File: config.mk
export PLATFORM = sky130hd
export DESIGN_NAME = sys_ctrl_burst_flat
export DESIGN_NICKNAME = d
export VERILOG_FILES = /design/src/rtl/sys_ctrl_burst_if.sv /design/src/rtl/sys_ctrl_burst.sv /design/src/flat_wrapper.sv
export SDC_FILE = /design/constraint.sdc
export NUM_CORES = 1
export LEC_CHECK = 0
export ABC_AREA = 1
export BUFFER_PORTS_ARGS = -buffer_cell sky130_fd_sc_hd__buf_2
export CAP_MARGIN = 15
export CORE_UTILIZATION = 45
export CTS_CLUSTER_DIAMETER = 150
export DETAILED_ROUTE_END_ITERATION = 10
export PLACE_DENSITY = 0.69
export SLEW_MARGIN = 20
export SYNTH_ARGS = -nofsm -noshare
export SYNTH_HDL_FRONTEND = slang
export SYNTH_SLANG_ARGS = --single-unit
File: constraint.sdc
create_clock -name CLK -period 3.2 [get_ports CLK]
set_clock_uncertainty 0.05 [all_clocks]
set_input_delay 0.96 -clock CLK [delete_from_list [all_inputs] [get_ports CLK]]
set_output_delay 0.96 -clock CLK [all_outputs]
set_load 0.02 [all_outputs]
File: src/rtl/sys_ctrl_burst_if.sv
// Bus bundle for sys_ctrl_burst: receive stream, transmit handshake, register file and ALU.
// The controller uses the master view; the surrounding system uses the slave view.
interface sys_ctrl_burst_if #(
    parameter int unsigned DATA_WIDTH = 8,
    parameter int unsigned RF_ADDR    = 4,
    parameter int unsigned FUN_WIDTH  = 4
);
    logic [DATA_WIDTH-1:0]   RX_P_DATA;
    logic                    RX_D_VLD;
    logic [DATA_WIDTH-1:0]   TX_P_DATA;
    logic                    TX_D_VLD;
    logic                    TX_BUSY;
    logic                    RF_WR_EN;
    logic                    RF_RD_EN;
    logic [RF_ADDR-1:0]      RF_ADDRESS;
    logic [DATA_WIDTH-1:0]   RF_WR_DATA;
    logic [DATA_WIDTH-1:0]   RF_RD_DATA;
    logic                    RF_RD_VLD;
    logic                    ALU_EN;
    logic [FUN_WIDTH-1:0]    ALU_FUN;
    logic [2*DATA_WIDTH-1:0] ALU_OUT;
    logic                    ALU_OUT_VLD;
    logic                    CLK_GATE_EN;
    logic                    CLKDIV_EN;
    logic                    ERR_FLAG;

    modport master (
        input  RX_P_DATA, RX_D_VLD, TX_BUSY, RF_RD_DATA, RF_RD_VLD, ALU_OUT, ALU_OUT_VLD,
        output TX_P_DATA, TX_D_VLD, RF_WR_EN, RF_RD_EN, RF_ADDRESS, RF_WR_DATA,
               ALU_EN, ALU_FUN, CLK_GATE_EN, CLKDIV_EN, ERR_FLAG
    );

    modport slave (
        output RX_P_DATA, RX_D_VLD, TX_BUSY, RF_RD_DATA, RF_RD_VLD, ALU_OUT, ALU_OUT_VLD,
        input  TX_P_DATA, TX_D_VLD, RF_WR_EN, RF_RD_EN, RF_ADDRESS, RF_WR_DATA,
               ALU_EN, ALU_FUN, CLK_GATE_EN, CLKDIV_EN, ERR_FLAG
    );
endinterface

File: src/rtl/sys_ctrl_burst.sv
// System controller: decodes byte commands from the receiver, drives the register file and ALU,
// and streams read / ALU results back through the transmitter, including wrapping burst reads.
module sys_ctrl_burst #(
    parameter int unsigned DATA_WIDTH = 8,
    parameter int unsigned RF_ADDR    = 4,
    parameter int unsigned FUN_WIDTH  = 4
) (
    input logic              CLK,
    input logic              RST,
    sys_ctrl_burst_if.master bus
);

    localparam logic [DATA_WIDTH-1:0] CmdRfWr  = DATA_WIDTH'(8'hAA);
    localparam logic [DATA_WIDTH-1:0] CmdRfRd  = DATA_WIDTH'(8'hBB);
    localparam logic [DATA_WIDTH-1:0] CmdAluOp = DATA_WIDTH'(8'hCC);
    localparam logic [DATA_WIDTH-1:0] CmdAluNo = DATA_WIDTH'(8'hDD);
    localparam logic [DATA_WIDTH-1:0] CmdBurst = DATA_WIDTH'(8'hEE);

    typedef enum logic [3:0] {
        StIdle, StGetAddr, StGetData, StGetOpa, StGetOpb, StGetFun, StGetCnt,
        StRdReq, StRdWait, StAluWait, StTxSend, StTxHold
    } state_e;

    state_e                  state_q;
    logic [DATA_WIDTH-1:0]   cmd_q;
    logic [RF_ADDR-1:0]      addr_q;
    logic [DATA_WIDTH-1:0]   cnt_q;
    logic [DATA_WIDTH-1:0]   tx_lo_q;
    logic [DATA_WIDTH-1:0]   tx_hi_q;
    logic                    hi_pending_q;
    logic                    busy_seen_q;

    logic [DATA_WIDTH-1:0]   tx_data_q;
    logic                    tx_vld_q;
    logic                    rf_wr_en_q;
    logic                    rf_rd_en_q;
    logic [RF_ADDR-1:0]      rf_addr_q;
    logic [DATA_WIDTH-1:0]   rf_wr_data_q;
    logic                    alu_en_q;
    logic [FUN_WIDTH-1:0]    alu_fun_q;
    logic                    clk_gate_en_q;
    logic                    clkdiv_en_q;
    logic                    err_q;

    always_ff @(posedge CLK or negedge RST) begin
        if (!RST) begin
            state_q       <= StIdle;
            cmd_q         <= '0;
            addr_q        <= '0;
            cnt_q         <= '0;
            tx_lo_q       <= '0;
            tx_hi_q       <= '0;
            hi_pending_q  <= 1'b0;
            busy_seen_q   <= 1'b0;
            tx_data_q     <= '0;
            tx_vld_q      <= 1'b0;
            rf_wr_en_q    <= 1'b0;
            rf_rd_en_q    <= 1'b0;
            rf_addr_q     <= '0;
            rf_wr_data_q  <= '0;
            alu_en_q      <= 1'b0;
            alu_fun_q     <= '0;
            clk_gate_en_q <= 1'b0;
            clkdiv_en_q   <= 1'b0;
            err_q         <= 1'b0;
        end else begin
            clkdiv_en_q <= 1'b1;
            // Strobes default low so every assertion below is a single-cycle pulse.
            rf_wr_en_q  <= 1'b0;
            rf_rd_en_q  <= 1'b0;
            tx_vld_q    <= 1'b0;
            case (state_q)
                StIdle: begin
                    if (bus.RX_D_VLD) begin
                        case (bus.RX_P_DATA)
                            CmdRfWr, CmdRfRd, CmdBurst: begin
                                err_q   <= 1'b0;
                                cmd_q   <= bus.RX_P_DATA;
                                state_q <= StGetAddr;
                            end
                            CmdAluOp: begin
                                err_q   <= 1'b0;
                                state_q <= StGetOpa;
                            end
                            CmdAluNo: begin
                                err_q   <= 1'b0;
                                state_q <= StGetFun;
                            end
                            default: err_q <= 1'b1;
                        endcase
                    end
                end
                StGetAddr: begin
                    if (bus.RX_D_VLD) begin
                        addr_q <= bus.RX_P_DATA[RF_ADDR-1:0];
                        if (cmd_q == CmdRfWr) begin
                            state_q <= StGetData;
                        end else if (cmd_q == CmdRfRd) begin
                            // A single read is a burst of one.
                            cnt_q      <= DATA_WIDTH'(1);
                            rf_rd_en_q <= 1'b1;
                            rf_addr_q  <= bus.RX_P_DATA[RF_ADDR-1:0];
                            state_q    <= StRdReq;
                        end else begin
                            state_q <= StGetCnt;
                        end
                    end
                end
                StGetData: begin
                    if (bus.RX_D_VLD) begin
                        rf_wr_en_q   <= 1'b1;
                        rf_addr_q    <= addr_q;
                        rf_wr_data_q <= bus.RX_P_DATA;
                        state_q      <= StIdle;
                    end
                end
                StGetOpa: begin
                    if (bus.RX_D_VLD) begin
                        rf_wr_en_q   <= 1'b1;
                        rf_addr_q    <= '0;
                        rf_wr_data_q <= bus.RX_P_DATA;
                        state_q      <= StGetOpb;
                    end
                end
                StGetOpb: begin
                    if (bus.RX_D_VLD) begin
                        rf_wr_en_q   <= 1'b1;
                        rf_addr_q    <= RF_ADDR'(1);
                        rf_wr_data_q <= bus.RX_P_DATA;
                        state_q      <= StGetFun;
                    end
                end
                StGetFun: begin
                    if (bus.RX_D_VLD) begin
                        alu_fun_q     <= bus.RX_P_DATA[FUN_WIDTH-1:0];
                        alu_en_q      <= 1'b1;
                        clk_gate_en_q <= 1'b1;
                        cnt_q         <= '0;
                        state_q       <= StAluWait;
                    end
                end
                StGetCnt: begin
                    if (bus.RX_D_VLD) begin
                        if (bus.RX_P_DATA == '0) begin
                            state_q <= StIdle;
                        end else begin
                            cnt_q      <= bus.RX_P_DATA;
                            rf_rd_en_q <= 1'b1;
                            rf_addr_q  <= addr_q;
                            state_q    <= StRdReq;
                        end
                    end
                end
                StRdReq: state_q <= StRdWait;
                StRdWait: begin
                    if (bus.RF_RD_VLD) begin
                        tx_lo_q      <= bus.RF_RD_DATA;
                        hi_pending_q <= 1'b0;
                        state_q      <= StTxSend;
                    end
                end
                StAluWait: begin
                    if (bus.ALU_OUT_VLD) begin
                        tx_lo_q       <= bus.ALU_OUT[DATA_WIDTH-1:0];
                        tx_hi_q       <= bus.ALU_OUT[2*DATA_WIDTH-1:DATA_WIDTH];
                        hi_pending_q  <= 1'b1;
                        alu_en_q      <= 1'b0;
                        clk_gate_en_q <= 1'b0;
                        state_q       <= StTxSend;
                    end
                end
                StTxSend: begin
                    if (!bus.TX_BUSY) begin
                        tx_data_q   <= tx_lo_q;
                        tx_vld_q    <= 1'b1;
                        busy_seen_q <= 1'b0;
                        state_q     <= StTxHold;
                    end
                end
                StTxHold: begin
                    // The transmitter must accept (busy high) and finish (busy low) each byte.
                    if (!busy_seen_q) begin
                        busy_seen_q <= bus.TX_BUSY;
                    end else if (!bus.TX_BUSY) begin
                        if (hi_pending_q) begin
                            tx_lo_q      <= tx_hi_q;
                            hi_pending_q <= 1'b0;
                            state_q      <= StTxSend;
                        end else if (cnt_q > DATA_WIDTH'(1)) begin
                            cnt_q      <= cnt_q - DATA_WIDTH'(1);
                            addr_q     <= addr_q + RF_ADDR'(1);
                            rf_addr_q  <= addr_q + RF_ADDR'(1);
                            rf_rd_en_q <= 1'b1;
                            state_q    <= StRdReq;
                        end else begin
                            cnt_q   <= '0;
                            state_q <= StIdle;
                        end
                    end
                end
                default: state_q <= StIdle;
            endcase
        end
    end

    assign bus.TX_P_DATA   = tx_data_q;
    assign bus.TX_D_VLD    = tx_vld_q;
    assign bus.RF_WR_EN    = rf_wr_en_q;
    assign bus.RF_RD_EN    = rf_rd_en_q;
    assign bus.RF_ADDRESS  = rf_addr_q;
    assign bus.RF_WR_DATA  = rf_wr_data_q;
    assign bus.ALU_EN      = alu_en_q;
    assign bus.ALU_FUN     = alu_fun_q;
    assign bus.CLK_GATE_EN = clk_gate_en_q;
    assign bus.CLKDIV_EN   = clkdiv_en_q;
    assign bus.ERR_FLAG    = err_q;

endmodule
File: src/flat_wrapper.sv
// flat-port wrapper written by rule: the top's interface ports become plain ports
module sys_ctrl_burst_flat 
#(
    parameter int unsigned DATA_WIDTH = 8,
    parameter int unsigned RF_ADDR    = 4,
    parameter int unsigned FUN_WIDTH  = 4
)
  (CLK, RST, bus_RX_P_DATA, bus_RX_D_VLD, bus_TX_BUSY, bus_RF_RD_DATA, bus_RF_RD_VLD, bus_ALU_OUT, bus_ALU_OUT_VLD, bus_TX_P_DATA, bus_TX_D_VLD, bus_RF_WR_EN, bus_RF_RD_EN, bus_RF_ADDRESS, bus_RF_WR_DATA, bus_ALU_EN, bus_ALU_FUN, bus_CLK_GATE_EN, bus_CLKDIV_EN, bus_ERR_FLAG);
  sys_ctrl_burst_if #(.DATA_WIDTH(DATA_WIDTH), .RF_ADDR(RF_ADDR), .FUN_WIDTH(FUN_WIDTH)) bus_i ();
  input logic CLK;
  input logic RST;
  input wire logic [$bits(bus_i.RX_P_DATA)-1:0] bus_RX_P_DATA;
  input wire logic [$bits(bus_i.RX_D_VLD)-1:0] bus_RX_D_VLD;
  input wire logic [$bits(bus_i.TX_BUSY)-1:0] bus_TX_BUSY;
  input wire logic [$bits(bus_i.RF_RD_DATA)-1:0] bus_RF_RD_DATA;
  input wire logic [$bits(bus_i.RF_RD_VLD)-1:0] bus_RF_RD_VLD;
  input wire logic [$bits(bus_i.ALU_OUT)-1:0] bus_ALU_OUT;
  input wire logic [$bits(bus_i.ALU_OUT_VLD)-1:0] bus_ALU_OUT_VLD;
  output wire logic [$bits(bus_i.TX_P_DATA)-1:0] bus_TX_P_DATA;
  output wire logic [$bits(bus_i.TX_D_VLD)-1:0] bus_TX_D_VLD;
  output wire logic [$bits(bus_i.RF_WR_EN)-1:0] bus_RF_WR_EN;
  output wire logic [$bits(bus_i.RF_RD_EN)-1:0] bus_RF_RD_EN;
  output wire logic [$bits(bus_i.RF_ADDRESS)-1:0] bus_RF_ADDRESS;
  output wire logic [$bits(bus_i.RF_WR_DATA)-1:0] bus_RF_WR_DATA;
  output wire logic [$bits(bus_i.ALU_EN)-1:0] bus_ALU_EN;
  output wire logic [$bits(bus_i.ALU_FUN)-1:0] bus_ALU_FUN;
  output wire logic [$bits(bus_i.CLK_GATE_EN)-1:0] bus_CLK_GATE_EN;
  output wire logic [$bits(bus_i.CLKDIV_EN)-1:0] bus_CLKDIV_EN;
  output wire logic [$bits(bus_i.ERR_FLAG)-1:0] bus_ERR_FLAG;
  assign bus_i.RX_P_DATA = bus_RX_P_DATA;
  assign bus_i.RX_D_VLD = bus_RX_D_VLD;
  assign bus_i.TX_BUSY = bus_TX_BUSY;
  assign bus_i.RF_RD_DATA = bus_RF_RD_DATA;
  assign bus_i.RF_RD_VLD = bus_RF_RD_VLD;
  assign bus_i.ALU_OUT = bus_ALU_OUT;
  assign bus_i.ALU_OUT_VLD = bus_ALU_OUT_VLD;
  assign bus_TX_P_DATA = bus_i.TX_P_DATA;
  assign bus_TX_D_VLD = bus_i.TX_D_VLD;
  assign bus_RF_WR_EN = bus_i.RF_WR_EN;
  assign bus_RF_RD_EN = bus_i.RF_RD_EN;
  assign bus_RF_ADDRESS = bus_i.RF_ADDRESS;
  assign bus_RF_WR_DATA = bus_i.RF_WR_DATA;
  assign bus_ALU_EN = bus_i.ALU_EN;
  assign bus_ALU_FUN = bus_i.ALU_FUN;
  assign bus_CLK_GATE_EN = bus_i.CLK_GATE_EN;
  assign bus_CLKDIV_EN = bus_i.CLKDIV_EN;
  assign bus_ERR_FLAG = bus_i.ERR_FLAG;
  sys_ctrl_burst #(.DATA_WIDTH(DATA_WIDTH), .RF_ADDR(RF_ADDR), .FUN_WIDTH(FUN_WIDTH)) u_core (.CLK(CLK), .RST(RST), .bus(bus_i));
endmodule
-- After elaboration in Yosys (flattened, before gate mapping)
Cells that the tools add are included.
- mux-type cells: 75
- reduce and logical (&&, ||, !) cells: 25
- equality and inequality tests: 37
- add/sub/neg operators: 2
- bitwise operators: 1
- order comparisons: 1
- operators by type and width (kind ; count):
    $mux W8 ; 15
    $mux W4 ; 26
    $eq A8 B8 Y1 const B ; 7
    $pmux W4 S12 ; 1
    $pmux W8 S4 ; 1
    $ne A2 B2 Y1 const B ; 14
    $reduce_and A13 Y1 ; 2
    $pmux W4 S6 ; 1
    $pmux W8 S3 ; 1
    $mux W1 ; 22
    $eq A4 B3 Y1 const B ; 4
    $eq A4 B4 Y1 const B ; 4
    $pmux W4 S3 ; 1
    $reduce_and A2 Y1 ; 6
    $reduce_and A6 Y1 ; 2
    $reduce_and A10 Y1 ; 1
    $eq A4 B2 Y1 const B ; 2
    $gt A8 B1 Y1 const B ; 1
    $logic_not A8 Y1 ; 1
    $ne A2 B1 Y1 const B ; 4
    $pmux W4 S2 ; 1
    $sub A8 B1 Y8 const B ; 1
    $mux W3 ; 2
    $pmux W1 S3 ; 2
    14 further kinds ; 19
- input bits: 38
- logic and storage cells: 159
- flip-flop bits (word level): 72
- output and inout port bits: 31

-- Depth between registers and ports, before layout
- word-level depth: 6
- gate-level depth with buffers: 11

-- Worst setup path after synthesis
No wires, ideal clock.
- path kind: input port to flip-flop
- start: input bus_RX_D_VLD
- end: register u_core.state_q[0]
- slack: 1050 ps
- cell stages on the path: 10
- path buffers: 1
- arrival time: 1983 ps
- library setup time: 117 ps
- data required time: 3033 ps
- path through: clkbuf_1 -> inv_1 -> nand3_1 -> nand2_1 -> nor2_1 -> nand2_1 -> nor2_2 -> nand2_1 -> nand2_1 -> nand2_1
- longest elaborated chain between the ends: 2
- ends and longest elaborated chain (element ; RTL line ; RTL):
    from (decl) ; flat_wrapper.sv:13 ; input wire logic [$bits(bus_i.RX_D_VLD)-1:0] bus_RX_D_VLD;
    $ne A2 B2 Y1 (no source line) ; - ;
    $reduce_and A13 Y1 (no source line) * ; - ;
    to (signal assigned) ; sys_ctrl_burst.sv:47 ; state_q <= StIdle;
    to (signal assigned) ; sys_ctrl_burst.sv:79 ; state_q <= StGetAddr;
    to (signal assigned) ; sys_ctrl_burst.sv:83 ; state_q <= StGetOpa;
    to (decl) ; sys_ctrl_burst.sv:24 ; state_e state_q;
Every way passes the cells marked *; elsewhere a longest branch is shown, timed or not.
A chain may end at the register's enable or synchronous reset.

-- Worst setup path after layout
- start: register u_core.state_q[2]
- end: register u_core.tx_lo_q[4]
- longest elaborated chain between the ends: 3
- ends and longest elaborated chain (element ; RTL line ; RTL):
    $eq A4 B4 Y1 ; sys_ctrl_burst.sv:72 ; case (state_q)
    $ne A2 B1 Y1 (no source line) (tied with other cells) ; - ;
    $reduce_and A6 Y1 (no source line) ; - ;
    to (signal assigned) ; sys_ctrl_burst.sv:157 ; tx_lo_q <= bus.RF_RD_DATA;
    to (signal assigned) ; sys_ctrl_burst.sv:164 ; tx_lo_q <= bus.ALU_OUT[DATA_WIDTH-1:0];
    to (signal assigned) ; sys_ctrl_burst.sv:186 ; tx_lo_q <= tx_hi_q;
    to (decl) ; sys_ctrl_burst.sv:28 ; logic [DATA_WIDTH-1:0] tx_lo_q;
Parallel ways exist; a longest one is shown, timed or not.

==> key figures <==
Outcome
  • Status: completed

Synth
  • Largest family of logic cells by synthesized area: simple AND/OR/NAND/NOR gates
  • Top-count cell post-synth: nand2_1
  • Register area share after synthesis: 0.454
  • Yosys top cell by area: dfrtp_1
  • Area contributors post-synth: dfrtp_1, nand2_1, inv_1
  • Synthesized area: 3970 sq um
  • Compound-Gate Fraction of Synth Area: 0.119
  • Most frequent cells after synthesis: nand2_1, dfrtp_1, inv_1, o21ai_0, nand3_1
  • Yosys synthesis warning count: 0
  • EDFF count, synth: 0
  • Yosys top cell area share: 0.454
  • Fraction of registers with async set/reset: 1.00
  • Synth Area in XOR/XNOR: 0.0110
  • Avg Cell Area, Syn: 7.54 sq um
  • Mapped Nets: 567
  • Yosys reg bits: 72
  • Main synth FF type: dfrtp_1
  • Synthesized instance count: 526
  • Adder-cell share of the synthesized area: 0.00946
  • Yosys cell types: 35
  • Synth Area in Simple Gates: 0.319
  • Post-synthesis mux area share: 0

Die
  • Core ar.: 8380 sq um
  • Ports: 69
  • Die footprint: 9200 sq um
  • Initial Utilization: 0.473
  • Rows: 33
  • Die X-Extent: 95.9 um
  • Chip height: 95.9 um

Critical path
  • CP Launch Type: flip-flop
  • Worst path max stage delay: 0.62 ns
  • Worst-path maximum fanout: 16
  • R2r worst-path depth: 8
  • Origin of the critical flop-to-flop path: u_core.state_q[2]
  • Cell mode on critical path: nand2_1
  • Reg2reg setup slack: 0.89 ns
  • WS Path Type: reg2reg
  • Worst Setup End Kind: flip-flop
  • Req. time, crit path: 3.43 ns
  • CP Cell Sequence: inv_1, nand2_1, nor2_2, nand2_2, o21ai_0, and3_1, nand2_1, o21ai_2
  • Worst R2R End: u_core.tx_lo_q[4]
  • Worst path slowest cell: and3_1
  • Critical Path AT: 2.54 ns

Placement
  • Pre-CTS setup slack: 0.825 ns
  • GPL Wtd Cong: 0.913
  • Detailed placement HPWL: 6800 um
  • Number of port buffers: 68

Finish
  • Filler cell count: 804
  • Nets: 635
  • ANT cells: 0
  • Area growth syn-to-layout: 14.4%
  • Share of layout cells above drive strength 1: 0.212
  • Fin util: 0.542

Global route
  • Largest net degree at the start of global routing: 73
  • Global route overflow: 0
  • Vias in the first global route: 3209
  • First-pass GRT wire length: 14900 um
  • Initial antenna violation count: 0
  • GR Util All Layers: 0.214

STA
  • Final WS setup: 0.891 ns
  • Final hold vios: 0
  • Slew headroom: 0.408
  • Period utilization: 0.721
  • Fin Setup TNS: 0 ns
  • FMAX: 433 MHz
  • RSZ-0062 raised after global routing: false
  • Final Critical Period: 2.31 ns
  • Slew @ Worst Pin: 0.889 ns
  • # setup viols final: 0
  • Final Max Slew Viols: 0

Clock network
  • Setup Buffers After CTS: 0
  • TritonCTS Buffers: 9
  • Worst-Skew Late Latency: 0.36 ns
  • Clk sink count: 72
  • Reg clk slew, reported paths: 0.07 ns
  • CTS Buffer Depth: 2
  • Hold_buf cts: 0
  • H-tree depth: 3
  • CTS tree: built
  • PostCTS Resize Cnt: 0
  • Root Driver: clkbuf_8

Detailed routing
  • DRC Markers: 0
  • DR pass1 iterations: 4
  • WL final: 9280 um
  • Final ANT Viol Nets: 0
  • Initial DRC count: 179
  • Avg WL per Cell: 13.2 um
  • Via count: 3576
  • Vias per cell: 5.08

Power and ir drop
  • Flop pwr share: 0.357
  • Internal power: 0.00232 W
  • Switch Pwr: 0.00189 W
  • Switching part of the total: 0.449
  • Clock share of power: 0.171
  • Pwr Density: 928 nW/um^2
  • VDD IR max: 0.489 mV
  • Logic pwr share: 0.471
  • Leakage: 2.46 nW

Worst hold path
  • Hold worst-path end: u_core.bus.RF_ADDRESS[3]
  • Worst hold start: u_core.bus.RF_ADDRESS[3]
  • Worst hold-check path type: reg2reg
  • Hold Crit Depth: 2

Run
  • Max-Cap Viols: 0
[worst max-delay path: cells and delay by family (launching register included)]
family                 cells  cell delay (ns)
AO/OA/AOI/OAI              2             0.20
buffers and inverters      1             0.14
AND/OR/NAND/NOR            5             1.40
flip-flops                 1             0.44
[power groups by stage]
stage	Sequential (W)	Combinational [W]	Clock, W
2_1_floorplan	0.00169	0.00130	0
3_3_place_gp	0.00151	0.00194	0
3_5_place_dp	0.00152	0.00198	0
4_1_cts	0.00151	0.00199	0.000738
5_1_grt	0.00155	0.00225	0.000778
6_report	0.00150	0.00198	0.000722
[cell usage in the layout (no fill, tap or decap), drive strengths merged, types with 5 or more instances in the layout]
cell	synthesis	routed
nor2	48	48
clkbuf	1	10
dfrtp	72	72
o22ai	5	5
o21ai	55	55
or2	5	5
inv	65	65
nand2	191	191
clkinv	0	5
o211ai	9	9
nand3	40	40
buf	10	68
a21oi	6	6
[how the worst max path moves through the flow]
stage	startpoint	depth (start not counted)	endpoint
finish	u_core.state_q[2]	8	u_core.tx_lo_q[4]
global route	u_core.state_q[2]	8	u_core.tx_lo_q[2]
CTS	u_core.state_q[2]	8	u_core.tx_lo_q[0]
detailed placement	bus_ALU_OUT_VLD	8	u_core.tx_lo_q[0]
global placement	bus_ALU_OUT_VLD	8	u_core.tx_lo_q[2]
floorplan	bus_RX_D_VLD	10	u_core.state_q[0]
[layer usage]
metal,vias to the layer above,global-route usage,part of all wire
met1,1652,0.278,0.46
met3,20,0.0608,0.058
li1,1797,-,-
met2,107,0.335,0.46
met4,0,0.0920,0.022
met5,-,0,0
[stage by stage]
stage                     std cells  cell area, sq um  hold WS (ns)  total power (W)
final                           704              4540         0.424          0.00421
after global routing            704              4540         0.452          0.00458
after CTS                       704              4540         0.425          0.00423
after detailed placement        688              4340         0.405          0.00350
after global placement          688              4340         0.403          0.00345
after floorplan                 526              3970         0.390          0.00300
[final cells by class]
type | count | area [sq um] | share of cell area
flip-flops and latches | 72 | 1800 | 0.397
clock inverters | 6 | 58.8 | 0.0130
clock buffers | 10 | 138 | 0.0303
multi-input cells | 378 | 1820 | 0.402
well taps | 105 | 131 | 0.0289
repair buffers | 68 | 343 | 0.0755
inverters | 65 | 244 | 0.0537
[kinds of logic (layout without fill, tap and decap cells)]
group                    count (synthesis)  in the layout
AND/OR/NAND/NOR                        290            290
flip-flops                              72             72
adder cells (fa/ha/maj)                  3              3
buffers and inverters                   76            149
XOR/XNOR                                 5              5
AO/OA/AOI/OAI                           79             79
other                                    1              1
[registers in the layout, summed over array words and instances, names as in the netlist, 8 cells and up]
signal and cells:
u_core.bus.RF_WR_DATA 8, u_core.tx_hi_q 8, u_core.tx_lo_q 8, u_core.bus.TX_P_DATA 8, u_core.cmd_q 8, u_core.cnt_q 8
No activity file was read; power rests on OpenSTA's default activity.
